**src/rtl/irq_ctrl.sv**
```systemverilog
// irq_ctrl: sticky-pending interrupt controller with mask, global enable and kernel-mode IRQ sequencing; define IRQ_PRIO_EN for priority CAUSE with read auto-clear
module irq_ctrl #(
  parameter int NSRC = 4,
  parameter logic [31:0] BASE_ADDR = 32'h40000030,
  parameter int HOLDOFF = 2
) (
  input  logic            clk,
  input  logic            reset,
  input  logic [NSRC-1:0] src,
  input  logic            kernel,
  input  logic            rd,
  input  logic            wr,
  input  logic [31:0]     addr,
  input  logic [31:0]     wdata,
  output logic [31:0]     rdata,
  output logic            irq
);
  typedef enum logic [1:0] {IDLE, REQ, SVC, HOLD} state_t;
  state_t state;
  logic [NSRC-1:0] src_d, pend, mask, rise, pm, w1c, auto_clr;
  logic gie, active, sel, unused_bits;
  logic [1:0] off;
  logic [3:0] cnt;
  logic [31:0] cause;
  assign sel = addr[31:4] == BASE_ADDR[31:4];
  assign off = addr[3:2];
  assign rise = src & ~src_d;
  assign pm = pend & mask;
  assign active = |pm & gie;
  assign w1c = (wr && sel && off == 2'd0) ? wdata[NSRC-1:0] : '0;
  assign unused_bits = ^{addr[1:0], wdata[31:NSRC]};
`ifdef IRQ_PRIO_EN
  logic [2:0] idx;
  // lowest-numbered pending masked source has priority
  always_comb begin
    idx = '0;
    for (int i = NSRC - 1; i >= 0; i--) if (pm[i]) idx = 3'(i);
  end
  assign auto_clr = (rd && sel && off == 2'd3) ? pm & (~pm + NSRC'(1)) : '0;
  assign cause = {active, 28'd0, idx};
`else
  assign auto_clr = '0;
  assign cause = {active, 31'd0} | (32'(pm) << 8);
`endif
  assign rdata = (rd && sel) ? (off == 2'd0 ? 32'(pend) :
                                off == 2'd1 ? 32'(mask) :
                                off == 2'd2 ? {31'd0, gie} : cause) : '0;
  // edge capture, sticky pending bits (set beats clear) and writable registers
  always_ff @(posedge clk or posedge reset)
    if (reset) begin
      src_d <= '0;
      pend <= '0;
      mask <= '0;
      gie <= 1'b0;
    end else begin
      src_d <= src;
      pend <= (pend & ~(w1c | auto_clr)) | rise;
      if (wr && sel && off == 2'd1) mask <= wdata[NSRC-1:0];
      if (wr && sel && off == 2'd2) gie <= wdata[0];
    end
  // request sequencing against kernel mode; irq is registered and never set while kernel is sampled high
  always_ff @(posedge clk or posedge reset)
    if (reset) begin
      state <= IDLE;
      cnt <= '0;
      irq <= 1'b0;
    end else begin
      irq <= state == REQ && !kernel && active;
      case (state)
        IDLE: if (active && !kernel) state <= REQ;
        REQ: state <= kernel ? SVC : !active ? IDLE : REQ;
        SVC:
          if (!kernel) begin
            state <= HOLDOFF > 0 ? HOLD : IDLE;
            cnt <= 4'(HOLDOFF - 1);
          end
        default:
          if (cnt == 4'd0) state <= IDLE;
          else cnt <= cnt - 4'd1;
      endcase
    end
endmodule

```
**config.mk**
```make
export PLATFORM = sky130hd
export DESIGN_NAME = irq_ctrl
export DESIGN_NICKNAME = d
export VERILOG_FILES = /design/src/rtl/irq_ctrl.sv
export SDC_FILE = /design/constraint.sdc
export NUM_CORES = 1
export LEC_CHECK = 0
export CAP_MARGIN = 5
export CORE_MARGIN = 2
export CORE_UTILIZATION = 35
export DETAILED_ROUTE_END_ITERATION = 8
export MAX_ROUTING_LAYER = met4
export PLACE_DENSITY = 0.95
export RECOVER_POWER = 25
export SLEW_MARGIN = 20
export SYNTH_ARGS = -nofsm -noshare
export SYNTH_HDL_FRONTEND = slang
export SYNTH_SLANG_ARGS = --single-unit
export TNS_END_PERCENT = 30
```
**constraint.sdc**
```tcl
create_clock -name clk -period 2.5 [get_ports clk]
set_clock_uncertainty 0.15 [all_clocks]
set_input_delay 0.5 -clock clk [delete_from_list [all_inputs] [get_ports clk]]
set_output_delay 0.5 -clock clk [all_outputs]
set_load 0.05 [all_outputs]
```
Word-level counts from Yosys, hierarchy flattened
Index checks and enable logic that the tools add are counted.

$add $sub $neg: 1. $mul: 0. Div/mod/pow operators: 0. Magnitude comparators: 0. Equal/unequal tests: 8. Shift operators: 0. Muxes and demuxes: 14. Bitwise operators: 9. Reduce and logical (&&, ||, !) cells: 17.

Operators with widths (number): $mux 32 (4); $or 32x12->32 (1); $eq 28x27->1 const B (1); $and 4x4->4 (3); $mux 4 (3); $logic_and 1x1->1 (8); $mux 2 (4); $not 4->4 (2); $pmux 4 s2 (1); $pmux 2 s3 (1); $reduce_and 3->1 (2); $eq 2x1->1 const B (2); $eq 2x2->1 const B (2); $logic_not 2->1 (2); $logic_not 4->1 (1); $ne 2x2->1 const B (2); $or 4x4->4 (1); $reduce_bool 4->1 (1); $reduce_or 4->1 (1); $sub 4x1->4 const B (1); $ne 2x1->1 const B (1); $reduce_or 2->1 (1); $and 1x1->1 (1); $logic_not 1->1 (1); 2 further kinds (2).

Register bits: 20. Bits in latches: 0. Bits in writable memories: 0. Bits in read-only memories: 0. Input bits: 73. Logic and storage cells: 56. Memories kept: 0.

Depth between registers and ports, before layout
Gate-level depths: netlist of run 1.

Depth after elaboration: 8. Mapped depth: 6.

Worst setup path after synthesis of run 1
No wires, ideal clock.

Kind: in2out. Start: input addr[8]. End: output rdata[1]. Arrival time: 2.750 ns. Setup slack: -0.900 ns. Stages on the path: 4. Path buffers: 0. Path through: nor4_1 -> and4_2 -> nand2_1 -> nor4b_1.

Word-level cells in the longest chain between the ends: 3.

Ends and longest elaborated chain: from (decl) (line 13) `input logic [31:0] addr,`; $eq 28x27->1 (line 25) `assign sel = addr[31:4] == BASE_ADDR[31:4];`; $logic_and 1x1->1 (line 45) `assign rdata = (rd && sel) ? (off == 2'd0 ? 32'(pend) :`; $mux 32 (line 45); to (decl) (line 15) `output logic [31:0] rdata,`.

Every way passes these cells.

Final worst setup path of run 1
Start: input addr[2]. End: output rdata[1].

Word-level cells in the longest chain between the ends: 5. Elaborated cells between the ends (all ways): 7. Those cells by class: eq/ne (2); mux (4); reduce/logical (1).

Ends and longest elaborated chain: $eq 2x2->1 (line 47) `off == 2'd2 ? {31'd0, gie} : cause) : '0;`; $mux 32 (line 47); $mux 32 (line 46) `off == 2'd1 ? 32'(mask) :`; $mux 32 (*) (2 in series) (line 45).

Mark *: on every way between the ends. The rest lies on a longest branch, timed or not.

==> impl_metrics.ini, run 1 <==
[run_status]
status = finished clean

[floorplanning]
die_h_um = 63.91
row_count = 21
coreArea_mm2 = 0.003390
io_pins = 106
die_area_mm2 = 0.004084
die_width_um = 63.91
start_util_pct = 37.06

[place]
dp.final_hpwl_mm = 2.374
port-buffer-count = 52
dpl_cell_area_mm2 = 0.001906
dp_slack_ns = -0.3299
place.gp.congestion = 0.8320

[timing]
period_needed_ns = 2.475
timing.fmax_ghz = 0.4041
relSlewSlack_pct = 51.96
worst_slew_pin_slew_ns = 0.7198
fin_crit_sh_pct = 98.99
setup_viol = 0
setup_slack_ns = 0.02517
report.final.slew_viol_count = 0
final-hold-violation-count = 0

[final_layout]
drive_gt1_share_pct = 33.85
n_fill_cell = 288
antennaDiodeCount = 0
multi_input_area_um2 = 749.5
fin_nets = 268
post-route-util_pct = 58.36
final_cell_area_mm2 = 0.001978
regArea_um2 = 500.5
areaGrowthSynthToFinish_pct = 57.47

[cts]
cts_root_buf = clkbuf_4
cts.sinks = 20
holdBufCountCts = 0
cts_made_buffers = 3
clock_path_buffers = 2
clk_pin_slew_ns = 0.10
clk_latency_ns = 0.29
h-tree-depth = 1
tritoncts = done

[power]
clkPwrFrac_pct = 20.5
irDropWorstVdd_mv = 0.1413
finalPower_uw = 890.7
p_sw_share_pct = 36.10
leakage_uw = 0.0008767
p_comb_share_pct = 34.8
powerDensity_mw_per_mm2 = 450.3
power.switching_uw = 321.6
p_seq_share_pct = 44.7
p_int_uw = 569.2

[hold_path]
hold_end = cnt[0]$_DFFE_PP0P_
hold_start = cnt[0]$_DFFE_PP0P_
hp-class = reg -> reg
holdPathStages = 1

[worst_setup_path]
reg2reg_to = cnt[0]$_DFFE_PP0P_
r2r_slack_ns = 0.70
crit_slowest_cell = clkdlybuf4s50_1
crit_path_start_kind = input port
cp.arrival_ns = 1.82
critPathKind = in -> out
cpPeakStageDelay_ns = 0.44
r2r_start = cnt[0]$_DFFE_PP0P_
r2r_cells = 6
end_kind = primary output
path_depth = 6
path_cells = clkdlybuf4s50_1 -> buf_6 -> mux2i_2 -> nor4b_4 -> buf_4 -> buf_12
worstPathRequired_ns = 1.85
cp_top_family = buffers and inverters
crit_buf_inv = 4
critical_path_peak_fanout = 8

[routing]
wirelength_mm = 3.056
antenna_left = 0
first_iter_violations = 36
vias_per_cell = 4.647
firstDrtPassIters = 4
vias = 1106
avgRoutedWirePerCell_um = 12.84
drc_errors = 0

[global_route]
grt_first_pass_wirelength_mm = 4.933
grt_remaining_overflow = 0
grt_antenna_before_repair = 0
grt_pass1_vias = 1121
gr-usage-all-layers_pct = 15.77
grt_max_degree = 21

[synth]
synth_edf_count = 0
async_reset_ff_share_pct = 100.0
ys.flop_type = dfrtp_1
ys_ff_latch = 20
syn_area_per_cell_um2 = 9.738
synth-seq-area-share_pct = 39.84
synth.distinct_cells = 34
yosys_warnings = 0
synth_cells = 129
syn_area_mm2 = 0.001256

[run]
maxCapViolCount = 0
==> cells in the final DEF (no fill, tap or decap), types with 5 or more instances in the layout <==
cell	count
clkdlybuf4s15_1	8
nand2_1	7
dfrtp_1	20
inv_1	8
dlygate4sd3_1	5
buf_2	13
clkdlybuf4s50_1	10
buf_12	9
conb_1	23
nor2_2	6
buf_4	9
nor2b_1	6
==> flip-flops by register name, summed over array words and instances (netlist names) <==
signal	flops
src_d	4
state	2
mask	4
cnt	4
gie	1
pend	4
irq	1
==> power groups by stage <==
stage	clock network, uW	logic (uW)	registers (uW)
finish	183	310	398
global route	207	344	407
floorplan	0	244	396
global placement	0	309	401
CTS	186	310	399
detailed placement	0	320	406
==> layout make-up <==
type                            instances  share of cell area, %
Multi-Input combinational cell         98                  37.89
Sequential cell                        20                  25.30
Inverter                                8                  1.518
Tap cell                               46                  2.910
Timing Repair Buffer                   62                  30.55
Clock buffer                            4                  1.834
==> per-stage QoR <==
stage / setup TNS (ns) / hold WS (ns) / std cells
after global routing: -0.05786 / 0.4250 / 238
after CTS: 0 / 0.3706 / 237
final: 0 / 0.3689 / 238
after global placement: -2.371 / 0.3327 / 232
after floorplan: -0.7198 / 0.3112 / 151
after detailed placement: -2.538 / 0.3552 / 232
==> worst reg2reg max path: stages (launching register included) <==
cell,delay (ns)
dfrtp_1,0.42
inv_1,0.09
ha_1,0.14
nor3b_1,0.45
nor2_1,0.18
nor3_1,0.20
a21oi_1,0.06
==> cells by family after synthesis <==
family | count (synthesis) | share of synthesized area (%)
fa+ha+maj | 2 | 1.992
other cells | 1 | 0.2985
mux | 9 | 8.865
xor+xnor | 1 | 0.6973
flops | 20 | 39.84
buf+inv | 33 | 16.73
compound gates | 12 | 6.972
simple gates | 51 | 24.60
==> synthesized netlist by cell type, drive strengths merged (3+ instances only) <==
library cell	count	area (um2)
dfrtp	20	500.5
mux2i	4	40.04
nor2b	6	37.54
nor4b	5	43.79
nand4	3	25.02
nor2	10	37.54
nor4	5	31.28
buf	23	172.7
mux2	5	71.32
nand2	8	30.03
a221o	4	40.04
nor3b	3	22.52
a21oi	3	15.01
inv	8	30.03
==> per-layer routing <==
metal / vias up / wire, um / GRT usage (%)
li1: 536 / - / -
met1: 512 / 1212 / 18.29
met2: 56 / 1619 / 27.47
met3: 2 / 205 / 2.993
met4: 0 / 19 / 4.891
met5: - / 0 / -
==> how the worst max path moves through the flow <==
stage / startpoint / to
after floorplan: addr[8] / rdata[1]
after global routing: addr[3] / rdata[0]
after detailed placement: addr[11] / rdata[0]
after global placement: addr[11] / rdata[3]
after CTS: addr[18] / rdata[1]
final: addr[2] / rdata[1]
==> what timing repair did <==
item / in CTS / in global routing
pin swaps: 11 / 5
gates resized for setup: 83 / 10
endpoints found under the setup margin: 9 / 9
setup buffers: 1 / 1
Power figures use the tool's default switching activity.
==> run 2: changes to the inputs <==
- RECOVER_POWER: 25 -> 100
==> results of run 2 <==
Final layout, timing and power as in run 1 (identical DEF).
==> run 3: changes to the inputs <==
- ABC_AREA: default -> 1
- CORE_UTILIZATION: 35 -> 34
- PLACE_DENSITY: 0.95 -> 0.9
- clock period: 2.5 -> 2.7 ns (I/O delays scaled with it)
==> run 3 against run 2 <==
Utilization shrank 1.2 points. Worst setup slack improved by 0.040 ns. Register-to-register slack improved by 0.27 ns. Hold slack got worse by 0.042 ns. Non-clock buffer count grew 4. Via count up 31%. Combinational power up 30%. Sequential cell count is the same. Die area increased by 16%.
==> impl_metrics.ini, run 3 <==
[timing]
final-hold-violation-count = 0
final.setup.tns_ns = 0
timing.fmax_ghz = 0.3795
worst_slew_pin_slew_ns = 0.7357
period_needed_ns = 2.635
report.final.slew_viol_count = 0
setup_viol = 0
fin_crit_sh_pct = 97.59
relSlewSlack_pct = 50.90

[synth]
synth.distinct_cells = 28
yosys_warnings = 0
synth-seq-area-share_pct = 35.03
synth_area_leader_cell = dfrtp_1
synth_commonest_cells = nand2_1 (47), buf_4 (23), nor2_1 (21)
syn_area_mm2 = 0.001429
async_reset_ff_share_pct = 100.0
yosysMostFrequentCell = nand2_1
yosys.area.top_type_share_pct = 35.03
synth_edf_count = 0
ys.flop_type = dfrtp_1
ys_ff_latch = 20
syn_area_per_cell_um2 = 7.520
synth_cells = 190
synth_area_leaders = dfrtp_1 (35%), nand2_1 (12%), buf_4 (12%), nor2_1 (5.5%), inv_1 (4.5%)

[worst_setup_path]
cp.arrival_ns = 1.95
crit_path_start_kind = input port
critical_path_peak_fanout = 5
r2r_slack_ns = 0.97
end_kind = primary output
worstPathRequired_ns = 2.01
critPathKind = in -> out

[floorplanning]
die_width_um = 68.83
die_h_um = 68.83
io_pins = 106
row_count = 23
die_area_mm2 = 0.004737
start_util_pct = 35.47
coreArea_mm2 = 0.004029

[cts]
clk_latency_ns = 0.26
holdBufCountCts = 0
h-tree-depth = 1
tritoncts = done
cts_root_buf = clkbuf_8
clk_pin_slew_ns = 0.07
cts_made_buffers = 3
clock_path_buffers = 2
cts.sinks = 20

[place]
place.gp.congestion = 0.8428
port-buffer-count = 52
place_inst = 299
dp.final_hpwl_mm = 2.903

[final_layout]
drive_gt1_share_pct = 24.32
multi_input_area_um2 = 829.5
fin_nets = 335
final-instance-count-excl-fill = 309
n_fill_cell = 342
areaGrowthSynthToFinish_pct = 61.21
regArea_um2 = 500.5
antennaDiodeCount = 0
final_common_cell = nand2_1
layout.cells.most_common_list = nand2_1 (45), dlymetal6s2s_1 (26), conb_1 (23), dfrtp_1 (20), inv_1 (17)

[routing]
firstDrtPassIters = 4
drc_errors = 0
vias = 1454
wirelength_mm = 3.918
vias_per_cell = 4.706
wl_met3_um = 450
avgRoutedWirePerCell_um = 12.68
wl_met2_mm = 2.102
routed.top_layer = met4
first_iter_violations = 42
antenna_left = 0
wl_met1_mm = 1.305

[hold_path]
hp-class = reg -> reg

[run]
maxCapViolCount = 0

[power]
leakage_uw = 0.001270
powerDensity_mw_per_mm2 = 436.2
irDropWorstVdd_mv = 0.3919

[global_route]
gr-usage-all-layers_pct = 14.93
grt_max_degree = 21
grt_first_pass_wirelength_mm = 5.209
grt_pass1_vias = 1264
grt_remaining_overflow = 0
grt_antenna_before_repair = 0

[run_status]
status = finished clean
## run 3: cell types whose count changed in the layout (fill, tap and decap cells not counted), sizes merged, moves of 5 or more
cell / change
nand3: +8
inv: +13
nor2b: -6
nor4b: -5
nor4: -5
dlymetal6s2s: +26
nand2: +44
o21ai: +10
mux2: -5
buf: -11
clkdlybuf4s15: -8
nor2: +22
## run 3: stage by stage
step | power [uW] | cell area, um2 | hold slack [ns] | util, % | setup slack [ns]
3_3_place_gp | 757.9 | 2078 | 0.3111 | 51.58 | -0.03268
6_report | 1005 | 2303 | 0.3272 | 57.17 | 0.06498
3_5_place_dp | 787.4 | 2078 | 0.3202 | 51.58 | -0.05769
5_1_grt | 1078 | 2303 | 0.3667 | 57.17 | -0.007219
2_1_floorplan | 679.4 | 1518 | 0.3049 | - | 0.02874
4_1_cts | 1015 | 2140 | 0.3300 | 53.11 | -0.03831
## run 3: worst paths after layout
check                                         from             endpoint  cells after the start
max in group asynchronous                    reset  mask[2]$_DFFE_PP0P_                      2
min in group asynchronous                    reset   cnt[2]$_DFFE_PP0P_                      2
worst min-delay path            src_d[2]$_DFF_PP0_    pend[2]$_DFF_PP0_                      3
worst max-delay path                      addr[30]             rdata[8]                      8
worst min register to register  src_d[2]$_DFF_PP0_    pend[2]$_DFF_PP0_                      3
worst max register to register  cnt[0]$_DFFE_PP0P_   cnt[0]$_DFFE_PP0P_                      7
## run 3: area by class of cell
cell class                 instances  share of cell area (%)
inverter                          21                   3.422
multi-input combinational        148                   36.01
timing repair buffer              66                   33.73
clock buffer                       4                   2.390
sequential                        20                   21.73
tap                               50                   2.716
## run 3: cells by family after synthesis
family                   after synthesis  share of synthesized area (%)
XOR/XNOR                               1                         0.6131
buffers and inverters                 44                          17.60
flip-flops                            20                          35.03
AND/OR/NAND/NOR                      105                          37.92
AO/OA/AOI/OAI                         17                          6.831
adder cells (fa/ha/maj)                2                          1.751
other                                  1                         0.2624
## run 3: metal layers
layer | track usage (%) | vias up
li1 | - | 693
met1 | 14.44 | 682
met2 | 28.37 | 73
met3 | 3.247 | 6
met4 | 6.373 | 0
met5 | - | -
## run 3: critical path, cell delays in order
cell             delay, ns
clkdlybuf4s50_1       0.51
nand2_4               0.07
nor2_4                0.09
nand2_4               0.07
nor2_8                0.12
nand4_4               0.20
nor2_4                0.19
buf_12                0.14
## run 3: power by group
part           switching (uW)  internal, uW
logic                     259           143
registers                28.5           346
clock network            98.4           130
## run 3: repair_timing
action                                  4_1_cts  5_1_grt
hold endpoints to repair                      0        0
resized for setup                             2       48
pin swaps                                     0       27
endpoints found under the setup margin        5        9
buffers inserted                              0        6
==> variant 1 (settings of run 2) <==
The 4 states of `state_t` get a one-hot encoding in 4 bits.
--- a/src/rtl/irq_ctrl.sv
+++ b/src/rtl/irq_ctrl.sv
@@ -15,7 +15,7 @@
   output logic [31:0]     rdata,
   output logic            irq
 );
-  typedef enum logic [1:0] {IDLE, REQ, SVC, HOLD} state_t;
+  typedef enum logic [3:0] {IDLE = 4'b0001, REQ = 4'b0010, SVC = 4'b0100, HOLD = 4'b1000} state_t;
   state_t state;
   logic [NSRC-1:0] src_d, pend, mask, rise, pm, w1c, auto_clr;
   logic gie, active, sel, unused_bits;
Check against the original RTL: no difference found for any inputs over 10 cycles, from zero or initial values and one cycle with reset high; not proved beyond that.
==> variant 1 against run 2 <==
The run now ends with setup timing left. Routed wire length increased by 23%. Cell count increased by 11%. Total power decreased by 3.4%. Sequential cell count increased by 2. Count of clock-buffer cells in the layout decreased by 1. Final area increased by 11%. Worst setup slack got worse by 0.27 ns. Area after synthesis increased by 14%. Critical path type unchanged. Largest power group unchanged.
==> variant 1: results (changes against run 2) <==
[clocking]
cts-root-buf=clkbuf_8  ; was clkbuf_4
insertion_delay_ns=0.26  ; was 0.29 ns
clk_pin_slew_worst_paths_ns=0.08  ; was 0.10 ns
clockBufferDepth=2  ; unchanged

[pwr]
powerComb_uw=174  ; was 310 uW
vdd_drop_max_mv=0.269  ; was 0.141 mV
p_leak_nw=0.979  ; was 0.877 nW
seqPwrFrac_pct=41.8  ; was 44.7%
p_sw_uw=232  ; was 322 uW
p_int_uw=629  ; was 569 uW

[placement]
post-place-ws_ns=-0.602  ; was -0.330 ns
postPlaceCellArea_um2=2140  ; was 1910 um^2
place_hpwl_um=2910  ; was 2370 um
routabilityCongestion=0.772  ; was 0.832
port_buffers=52  ; unchanged

[timing]
max-slew-margin-rel_pct=22.7  ; was 52.0%
setup_viol=12  ; was 0
setup_tns_ns=-1.67  ; was 0 ns
timing.final.ws_setup_ns=-0.245  ; was 0.0252 ns

[grt]
grt_util_all_layers_pct=18.1  ; was 15.8%
grt_pass1_vias=1289  ; was 1121
grt_pass1_wl_um=6070  ; was 4930 um
antenna_found_initial=0  ; unchanged
grt_max_degree=23  ; was 21

[yosys]
synth_cell_types=39  ; was 34
synth-seq-area-share_pct=38.4  ; was 39.8%
synth_common_cells=buf_4 (23), dfrtp_1 (21), nand2_1 (13)  ; was buf_4 (23), dfrtp_1 (20), nor2_1 (10)
syn_inst=153  ; was 129
ys_top_cells_by_area=dfrtp_1 (37%), buf_4 (12%), mux2i_1 (6.3%)  ; was dfrtp_1 (40%), buf_4 (14%), mux2_4 (4.8%)

[min_path]
whs_path_depth=1  ; unchanged
min_path_type=reg2reg  ; unchanged

[cells_and_area]
layout.nets=288  ; was 268
fillers=344  ; was 288
drive_above_1_share_pct=33.3  ; was 33.9%
diodes=0  ; unchanged
layout.cells.non_filler=263  ; was 238

[detailed_routing]
viasPerCell=4.85  ; was 4.65
first_pass_iters=4  ; unchanged
wire_per_inst_um=14.3  ; was 12.8 um
dr.first_iter.drc_count=72  ; was 36

[critical_path]
path_max_fanout=4  ; was 8
r2r_slack_ns=0.56  ; was 0.70 ns
rr_worst_depth=5  ; was 6
startpoint=addr[31]  ; was addr[2]
critPathArrivalTime_ns=2.10  ; was 1.82 ns
cp-endpoint=rdata[1]  ; unchanged

[run_status]
status=finished, violations left  ; was complete, no violations
failed_checks=setup timing

-- variant 1: area by class of cell --
cell class,count,area (um^2),area share [%]
Clock buffer,3,41.3,1.87
Clock inverter,1,30.0,1.36
Inverter,10,37.5,1.70
Multi-Input combinational cell,114,885,40.1
Sequential cell,22,552,25.0
Tap cell,50,62.6,2.84
Timing Repair Buffer,63,596,27.0
-- variant 1: layer usage --
metal	track usage (%)	routed length, um
met5	-	0
met4	3.50	48
met3	2.80	143
met2	32.3	1960
met1	21.7	1600
-- variant 1: what timing repair did --
item,in CTS,in global routing
buffers inserted,4,0
setup endpoints to repair,17,15
resized for setup,69,31
hold buffers,0,0
pin swaps,15,11
-- variant 1: logic make-up after synthesis --
logic type               after synthesis  share of synthesized area, %
adder cells (fa/ha/maj)                1                         0.871
buffers and inverters                 39                          16.7
AND/OR/NAND/NOR                       56                          22.2
other                                  1                         0.261
AO/OA/AOI/OAI                         18                          9.06
multiplexers                          14                          11.2
flip-flops                            22                          38.4
XOR/XNOR                               2                          1.22
-- variant 1: critical path, cell delays in order --
cell	delay, ns
buf_6	0.09
or4b_4	0.54
or3_4	0.45
nor4b_4	0.33
buf_12	0.18
-- variant 1: worst min-delay path by stage --
stage	from	endpoint	slack (ns)
floorplan	cnt[0]$_DFFE_PP0P_	cnt[0]$_DFFE_PP0P_	0.32
global placement	cnt[3]$_DFFE_PP0P_	cnt[3]$_DFFE_PP0P_	0.34
detailed placement	cnt[3]$_DFFE_PP0P_	cnt[3]$_DFFE_PP0P_	0.35
CTS	cnt[3]$_DFFE_PP0P_	cnt[3]$_DFFE_PP0P_	0.36
global route	cnt[3]$_DFFE_PP0P_	cnt[3]$_DFFE_PP0P_	0.40
finish	cnt[3]$_DFFE_PP0P_	cnt[3]$_DFFE_PP0P_	0.37
==> variant 2 (config.mk and constraints of run 2) <==
Without the edit above. Build with the macro `IRQ_PRIO_EN` defined.
--- a/src/rtl/irq_ctrl.sv
+++ b/src/rtl/irq_ctrl.sv
@@ -1,4 +1,6 @@
 // irq_ctrl: sticky-pending interrupt controller with mask, global enable and kernel-mode IRQ sequencing; define IRQ_PRIO_EN for priority CAUSE with read auto-clear
+`define IRQ_PRIO_EN
+
 module irq_ctrl #(
   parameter int NSRC = 4,
   parameter logic [31:0] BASE_ADDR = 32'h40000030,
Check against the original RTL: not equivalent (Yosys sat finds a counterexample within 4 cycles, from zero or initial values and one cycle with reset high).
==> variant 2 against run 2 <==
Area after synthesis grew 4.5%. Final area grew 2.3%. Clock power grew 10%. Sequential cell count is the same. Worst setup slack lost 0.022 ns. Routed wire length grew 11%. Cell count grew 6.7%. Total power grew 8.1%.
==> variant 2: results (changes against run 2) <==
[run_status]
status=complete, no violations  ; unchanged

[detailed_routing]
vias=1271  ; was 1106
dr.first_iter.drc_count=82  ; was 36
wire_per_inst_um=13.4  ; was 12.8 um
met2WireLength_um=1810  ; was 1620 um
met1_length_um=1290  ; was 1210 um
viasPerCell=5.00  ; was 4.65

[critical_path]
cp_slowest_cell=or2_4  ; was clkdlybuf4s50_1

[cells_and_area]
sh_seq_area_pct=24.7  ; was 25.3%
clkbuf_count=3  ; was 4
clock_area_share_pct=2.04  ; was 1.83%
buffer_area_share_pct=28.9  ; was 30.6%
buffers=64  ; was 62
inverters=12  ; was 8
multi_input_area_um2=792  ; was 749 um^2
layout.nets=282  ; was 268
drive_above_1_share_pct=28.2  ; was 33.9%

[pwr]
p_clk_share_pct=21.0  ; was 20.5%
p_leak_nw=0.900  ; was 0.877 nW

[yosys]
synth-compound-area-share_pct=12.1  ; was 6.97%
ys_top_cells_by_area=dfrtp_1 (38%), buf_4 (15%), inv_1 (3.4%)  ; was dfrtp_1 (40%), buf_4 (14%), mux2_4 (4.8%)
synth_common_cells=buf_4 (27), dfrtp_1 (20), inv_1 (12)  ; was buf_4 (23), dfrtp_1 (20), nor2_1 (10)
synth_xor_area_share_pct=0  ; was 0.697%

[die]
rows=22  ; was 21

[grt]
grt_pass1_wl_um=5260  ; was 4930 um
grt_pass1_vias=1165  ; was 1121

[placement]
post-place-ws_ns=-0.347  ; was -0.330 ns

[variant 2: cells by family (layout without fill, tap and decap cells)]
group                    count (synthesis)  in the layout
AND/OR/NAND/NOR                         49             49
buffers and inverters                   42             79
AO/OA/AOI/OAI                           22             22
flip-flops                              20             20
multiplexers                             8              8
adder cells (fa/ha/maj)                  1              1
other                                    1             27
[variant 2: final timing paths]
path	from	end	slack (ns)	cells after the start
setup / recovery	addr[12]	rdata[0]	0.003	7
setup reg to reg	cnt[0]$_DFFE_PP0P_	cnt[3]$_DFFE_PP0P_	0.80	5
hold / removal	cnt[0]$_DFFE_PP0P_	cnt[0]$_DFFE_PP0P_	0.33	1
min in group asynchronous	reset	cnt[3]$_DFFE_PP0P_	0.66	2
hold reg to reg	cnt[0]$_DFFE_PP0P_	cnt[0]$_DFFE_PP0P_	0.33	1
max in group asynchronous	reset	src_d[2]$_DFF_PP0_	1.07	2
